File: config.mk
export PLATFORM = sky130hd
export DESIGN_NAME = fetch_unit
export DESIGN_NICKNAME = d
export VERILOG_FILES = /design/src/rtl/fetch_unit.sv
export SDC_FILE = /design/constraint.sdc
export NUM_CORES = 1
export LEC_CHECK = 0
export CORE_ASPECT_RATIO = 2
export CORE_UTILIZATION = 51
export CTS_BUF_LIST = sky130_fd_sc_hd__clkbuf_16
export DETAILED_ROUTE_END_ITERATION = 8
export PLACE_DENSITY = 0.86
export SLEW_MARGIN = 40
export SYNTH_ARGS = -nofsm -noshare
export SYNTH_HDL_FRONTEND = slang
export SYNTH_SLANG_ARGS = --single-unit
File: constraint.sdc
create_clock -name clk -period 4 [get_ports clk]
set_input_delay 0.8 -clock clk [delete_from_list [all_inputs] [get_ports clk]]
set_output_delay 0.8 -clock clk [all_outputs]
set_load 0.1 [all_outputs]
File: src/rtl/fetch_unit.sv
// ---------------------------------------------------------------------------
// fetch_unit
//
// Instruction fetch stage that sits in front of decode. It owns the program
// counter, runs a req/ack handshake with instruction memory, and holds each
// fetched word in an output register until decode takes it. Branch/jump
// redirects restart fetch at a new target. Any fetch that is already on the
// bus when a redirect arrives is thrown away.
//
// Ports
//   clk, rst       single rising-edge clock, synchronous active-high reset
//   imem_req/addr  fetch request; address held stable until imem_ack
//   imem_ack/rdata memory completion strobe and instruction word
//   redirect/_pc   taken branch/jump target (low two bits forced to 00)
//   dec_ready      decode consumes the held instruction this cycle
//   instr_valid    Instr/PC/PCPlus4 hold a valid instruction
//   Instr, PC      registered instruction word and its address
//   OpCode/Funct3/Funct7  combinational slices of Instr for decode
//   PCPlus4        PC+4 (link value), wraps at 2^32
//   misalign       one-cycle pulse for a redirect target with [1:0]!=00
//   bus_err        sticky fetch-timeout flag, cleared only by rst
//   fetch_count    number of instructions handed to decode
// ---------------------------------------------------------------------------
module fetch_unit #(
  parameter logic [31:0] RESET_PC  = 32'h0000_0000,
  parameter int unsigned TIMEOUT   = 64,
  parameter logic [31:0] NOP_INSTR = 32'h0000_0013
) (
  input  logic        clk,
  input  logic        rst,
  output logic        imem_req,
  output logic [31:0] imem_addr,
  input  logic        imem_ack,
  input  logic [31:0] imem_rdata,
  input  logic        redirect,
  input  logic [31:0] redirect_pc,
  input  logic        dec_ready,
  output logic        instr_valid,
  output logic [31:0] Instr,
  output logic [6:0]  OpCode,
  output logic [2:0]  Funct3,
  output logic [6:0]  Funct7,
  output logic [31:0] PC,
  output logic [31:0] PCPlus4,
  output logic        misalign,
  output logic        bus_err,
  output logic [31:0] fetch_count
);

  localparam int unsigned TW = (TIMEOUT > 0) ? $clog2(TIMEOUT + 1) : 1;
  localparam logic [TW-1:0] TO_LIMIT = TW'(TIMEOUT);

  typedef enum logic [2:0] {IDLE, FETCH, VALID, FLUSH, ERROR} state_t;

  state_t        state, state_next;
  logic [31:0]   pc, pc_next;
  logic [31:0]   flush_addr, flush_addr_next;
  logic [31:0]   instr_next, pc_out_next, count_next;
  logic          valid_next, misalign_next, bus_err_next;
  logic [TW-1:0] to_cnt, to_next, to_inc;
  logic          timed_out;

  // A FLUSH still owns the bus on the address issued before the redirect,
  // so that address is remembered separately from the new target in pc.
  assign imem_req  = (state == FETCH) || (state == FLUSH);
  assign imem_addr = (state == FLUSH) ? flush_addr : pc;

  assign OpCode  = Instr[6:0];
  assign Funct3  = Instr[14:12];
  assign Funct7  = Instr[31:25];
  assign PCPlus4 = PC + 32'd4;

  // The timeout fires on the cycle that would make the count reach TIMEOUT.
  // That gives exactly TIMEOUT cycles of imem_req without an ack.
  assign to_inc    = to_cnt + 1'b1;
  assign timed_out = (TIMEOUT != 0) && (to_inc == TO_LIMIT);

  // Next-state and datapath decisions. A redirect outranks every other
  // event, so it is handled as its own branch before the per-state moves.
  always_comb begin
    state_next      = state;
    pc_next         = pc;
    flush_addr_next = flush_addr;
    instr_next      = Instr;
    pc_out_next     = PC;
    valid_next      = instr_valid;
    misalign_next   = 1'b0;
    bus_err_next    = bus_err;
    count_next      = fetch_count;
    to_next         = to_cnt;

    if (redirect && (state != ERROR)) begin
      pc_next       = {redirect_pc[31:2], 2'b00};
      valid_next    = 1'b0;
      instr_next    = NOP_INSTR;
      misalign_next = |redirect_pc[1:0];
      state_next    = FETCH;
      to_next       = '0;
      // A request that is still open cannot be withdrawn. Wait it out in
      // FLUSH. In FLUSH without an ack, keep counting but never fault on
      // the redirect cycle itself.
      if (state == FETCH && !imem_ack) begin
        state_next      = FLUSH;
        flush_addr_next = pc;
      end else if (state == FLUSH && !imem_ack) begin
        state_next = FLUSH;
        to_next    = timed_out ? to_cnt : to_inc;
      end
    end else begin
      case (state)
        IDLE: begin
          state_next = FETCH;
          to_next    = '0;
        end
        FETCH: begin
          if (imem_ack) begin
            instr_next  = imem_rdata;
            pc_out_next = pc;
            pc_next     = pc + 32'd4;
            valid_next  = 1'b1;
            state_next  = VALID;
            to_next     = '0;
          end else if (timed_out) begin
            state_next   = ERROR;
            bus_err_next = 1'b1;
            valid_next   = 1'b0;
          end else begin
            to_next = to_inc;
          end
        end
        VALID: begin
          if (dec_ready) begin
            valid_next = 1'b0;
            count_next = fetch_count + 32'd1;
            state_next = FETCH;
            to_next    = '0;
          end
        end
        FLUSH: begin
          if (imem_ack) begin
            state_next = FETCH;
            to_next    = '0;
          end else if (timed_out) begin
            state_next   = ERROR;
            bus_err_next = 1'b1;
            valid_next   = 1'b0;
          end else begin
            to_next = to_inc;
          end
        end
        ERROR: begin
          valid_next   = 1'b0;
          bus_err_next = 1'b1;
        end
        default: state_next = IDLE;
      endcase
    end
  end

  // State register.
  always_ff @(posedge clk) begin
    if (rst) state <= IDLE;
    else     state <= state_next;
  end

  // Datapath and status registers. They all load together from the values
  // prepared above.
  always_ff @(posedge clk) begin
    if (rst) begin
      pc          <= RESET_PC;
      flush_addr  <= RESET_PC;
      Instr       <= NOP_INSTR;
      PC          <= RESET_PC;
      instr_valid <= 1'b0;
      misalign    <= 1'b0;
      bus_err     <= 1'b0;
      fetch_count <= 32'd0;
      to_cnt      <= '0;
    end else begin
      pc          <= pc_next;
      flush_addr  <= flush_addr_next;
      Instr       <= instr_next;
      PC          <= pc_out_next;
      instr_valid <= valid_next;
      misalign    <= misalign_next;
      bus_err     <= bus_err_next;
      fetch_count <= count_next;
      to_cnt      <= to_next;
    end
  end

endmodule

Yosys cells after proc, flatten, opt, wreduce, memory -nomap -nowiden
Index checks and enable logic that the tools add are counted.
{"block": "totals", "word_cells": 79, "regBits": 173, "output_inout_bits": 181}
{"block": "classes", "n_eq_ne": 12, "reduce_logical": 24, "n_mux": 27, "n_addsub": 4, "n_bitwise": 1}
{"cell": "two-way mux 32 bit", "n": 4}
{"cell": "adder 32 x 3 -> 32 bit, second input constant", "n": 2}
{"cell": "two-way mux 7 bit", "n": 6}
{"cell": "adder 32 x 1 -> 32 bit, second input constant", "n": 1}
{"cell": "case mux 7 bit (3 select lines)", "n": 1}
{"cell": "two-way mux 3 bit", "n": 5}
{"cell": "case mux 3 bit (5 select lines)", "n": 1}
{"cell": "AND reduction 2 bit", "n": 5}
{"cell": "AND reduction 3 bit", "n": 3}
{"cell": "inequality test 2 bit, second input constant", "n": 4}
{"cell": "nonzero test 4 bit", "n": 2}
{"cell": "OR reduction 2 bit", "n": 4}
{"cell": "adder 7 x 1 -> 7 bit, second input constant", "n": 1}
{"cell": "equality test 7 bit, second input constant", "n": 1}
{"cell": "equality test 3 x 2 -> 1 bit, second input constant", "n": 2}
{"cell": "two-way mux 1 bit", "n": 6}
{"cell": "inequality test 3 bit, second input constant", "n": 2}
{"cell": "nonzero test 2 bit", "n": 3}
{"cell": "two-way mux 2 bit", "n": 2}
{"cell": "case mux 1 bit (4 select lines)", "n": 1}
{"cell": "AND reduction 4 bit", "n": 1}
{"cell": "equality test 3 x 1 -> 1 bit, second input constant", "n": 1}
{"cell": "equality test 3 bit, second input constant", "n": 1}
{"cell": "logical AND 1 bit", "n": 3}
{"cell": "6 further kinds", "n": 6}

Depth between registers and ports, before layout
Gate-level depths: netlist of the first run.
{"block": "depth", "ltp_word": 6, "ltp_mapped": 8, "depth_no_buf": 6}

Worst setup path after synthesis of the first run
OpenSTA, ideal clock, no wires.
{"block": "synth_timing", "path_kind": "register to output", "startpoint": "register PC[4]", "endpoint": "output PCPlus4[31]", "path_stages_with_launch": 6, "arrival_ns": 3.847, "t_required_ns": 3.200, "setup_slack_ns": -0.647, "cell_sequence": "dfxtp_1 > nand4_1 > or4_1 > nor2_1 > nand4_1 > xnor2_1"}
{"block": "synth_between", "elab_chain_len": 1}
{"element": "start, declared", "line_no": "43", "source": "output logic [31:0] PC,"}
{"element": "start signal, assigned", "line_no": "183", "source": "PC <= pc_out_next;"}
{"element": "adder 32 x 3 -> 32 bit", "line_no": "71", "source": "assign PCPlus4 = PC + 32'd4;"}
{"element": "end, declared", "line_no": "44", "source": "output logic [31:0] PCPlus4,"}
No other way between the ends.

Final worst setup path of the first run
{"block": "layout_timing", "startpoint": "register PC[4]", "endpoint": "output PCPlus4[17]"}
The elaborated chain is that of the path after synthesis.

==> results.yml, run 1 <==
yosys:
  ys_seq_area_share_pct: 40.6
  synth-async-reset-ratio_pct: 0
  yosys_warnings: 0
  synth.avg_cell_area_um2: 8.10
  yosys.area.top_type: "dfxtp_1"
  ys_types: 59
  syn_inst: 1017
  synthFlopType: "dfxtp_1"
  netlist_area_um2: 8240
  ys_ff_latch: 167
  yosysTopAreaCellShare_pct: 40.6
  netlist_top_cells_area: "dfxtp_1, nand2_1, a21oi_1"
  synth-edff-count: 0
critical_path:
  path_max_fanout: 7
  path_class: "flip-flop to output pin"
  worstPathArrival_ns: 2.77
  rr_endpoint: "pc[20]"
  r2r_start: "pc[2]"
  r2r_cells: 6
  end_kind: "output pin"
  required_ns: 3.20
  r2r_slack_ns: 1.48
  start_kind: "flip-flop"
floorplanning:
  die_area_um2: 16700
  die-height_um: 182
  core_area_um2: 15800
  io-pin-count: 250
  die_x_um: 91.9
  initial_core_util_pct: 52.2
  rows: 65
power_and_ir_drop:
  p_leak_uw: 0.00447
  cellPowerDensity_nw_per_um2: 378
  ir_drop_uv: 299
clocking:
  cts.path.max_buffers: 2
  h-tree-depth: 4
  clock_latency_ns: 0.43
  cts_tree: "yes"
  cts_setup_buffers: 0
  cts_buffers: 17
  cts-root-buf: "clkbuf_16"
  cts.sinks: 167
  hold_buffers: 0
  cts_resized: 0
  clkTransAtPathRegs_ns: 0.06
sta:
  slew_headroom_pct: 47.3
  setup_slack_ns: 0.429
  finalHoldViolations: 0
  fin_crit_ns: 3.57
  fin_skew_ns: 0.0181
  final_max_slew_viol_count: 0
  worst_pin_slew_ns: 0.785
  period_share_pct: 89.3
  setup_viol: 0
  rsz0062_at_grt: "no"
  fmaxAchievable_ghz: 0.280
placement:
  pre_cts_ws_ns: 0.769
  io_buffers: 243
  place_hpwl_um: 17200
  gp_congestion: 0.937
  dp_cells: 1391
finish:
  final_nets: 1282
  final_cells: 1426
  final_cell_mix: "nand2_1, dfxtp_1, buf_2"
  area_delta_synth_final_pct: 31.4
  drive_gt1_share_pct: 23.1
  final_common_cell: "nand2_1"
routing:
  met2_length_um: 12700
  vias: 8059
  routed_via_density: 5.65
  ant_nets: 0
  routed.top_layer: "met4"
  drcViolationCount: 0
  wl_met3_um: 1180
  finalWirelength_um: 23600
  drt_pass1_iterations: 5
  wl_met1_um: 8440
  drt_iter0_markers: 484
  avgRoutedWirePerCell_um: 16.6
grt:
  grt_pass1_wl_um: 37600
  grt_pass1_vias: 7688
  antenna_found_initial: 3
  grt_usage_pct: 28.2
  grt_max_degree: 49
  overflow: 0
flow_run:
  max_cap_viol_count: 0
status:
  status: "completed"
worst_hold_path:
  hold_path_depth: 2
  min_to: "Instr[10]"
  min_from: "Instr[10]"
  hp-class: "flip-flop to flip-flop"
-- metal layers --
metal / vias to the layer above / track usage (%)
met5: - / 0
met4: 0 / 16.6
met3: 71 / 5.32
met2: 324 / 52.7
met1: 3751 / 28.4
li1: 3913 / -
-- state kept, by name, summed over array words and instances (netlist names), 3 cells and up --
register and count:
pc 30, state 3, Instr 32, PC 30, flush_addr 30, to_cnt 7
fetch_count 32
-- stage by stage --
stage / total power [uW] / cell area, um2 / setup TNS (ns) / util (%) / hold slack (ns)
finish: 4090 / 10800 / 0 / 68.6 / 0.451
floorplan: 2330 / 8450 / -0.775 / - / 0.436
global placement: 2540 / 10800 / 0 / 68.6 / 0.440
detailed placement: 2530 / 10200 / 0 / 64.9 / 0.445
CTS: 4110 / 10800 / 0 / 68.5 / 0.455
global route: 4230 / 10800 / 0 / 68.6 / 0.470
-- synth_stat cells (9+ instances only) --
cell type / n
nand2_1: 189
nor3_1: 12
nor2_1: 88
dfxtp_1: 167
xnor2_1: 39
or3_1: 15
mux2_2: 31
and4_1: 10
and3_1: 17
buf_2: 9
a211oi_1: 17
mux2i_1: 33
nand4_1: 25
o21ai_0: 18
nand3_1: 41
a21oi_1: 84
or4_1: 12
a31oi_1: 14
buf_4: 23
inv_1: 19
clkbuf_1: 51
xor2_1: 22
nor4_1: 13
-- area by class of cell --
cell class,instances,area (um2)
Inverter,19,71.3
Clock buffer,17,425
Sequential cell,167,3340
Clock inverter,15,143
Timing Repair Buffer,257,1970
Multi-Input combinational cell,747,4610
Antenna cell,3,7.51
Tap cell,201,251
Fill cell,1323,4950
-- critical path: stages (launching register included) --
cell and delay, ns:
dfxtp_1 0.44, nand4_1 0.19, or4_1 0.64, nor2_1 0.40
and3_1 0.31, xor2_4 0.18, buf_12 0.19
-- worst max-delay path by stage --
stage / from / to / cells past startpoint
final: PC[4] / PCPlus4[17] / 6
after global routing: PC[4] / PCPlus4[17] / 6
after CTS: PC[4] / PCPlus4[17] / 6
after detailed placement: redirect / fetch_count[25] / 6
after global placement: redirect / fetch_count[25] / 6
after floorplan: PC[2] / PCPlus4[24] / 5
-- kinds of logic (layout without fill, tap and decap cells) --
| kind of cell | Yosys count | after routing | synth area share, % |
|---|---|---|---|
| fa+ha+maj | 4 | 4 | 0.608 |
| compound gates | 159 | 159 | 11.4 |
| xor+xnor | 61 | 61 | 6.49 |
| mux | 64 | 64 | 8.25 |
| other cells | 1 | 9 | 0.0455 |
| simple gates | 453 | 453 | 26.5 |
| flops | 167 | 167 | 40.6 |
| buf+inv | 108 | 308 | 6.12 |
-- power breakdown --
part	total (uW)	internal [uW]	switching, uW
registers	1780	1700	71.2
logic	723	199	524
clock network	1590	873	719
Note: power is estimated with default switching activity, not from simulation.
==> run 2: changes to the inputs <==
Settings changed: HOLD_SLACK_MARGIN set to 0.06.
==> results of run 2 <==
The final DEF is identical to that of run 1; final timing and power are the same.
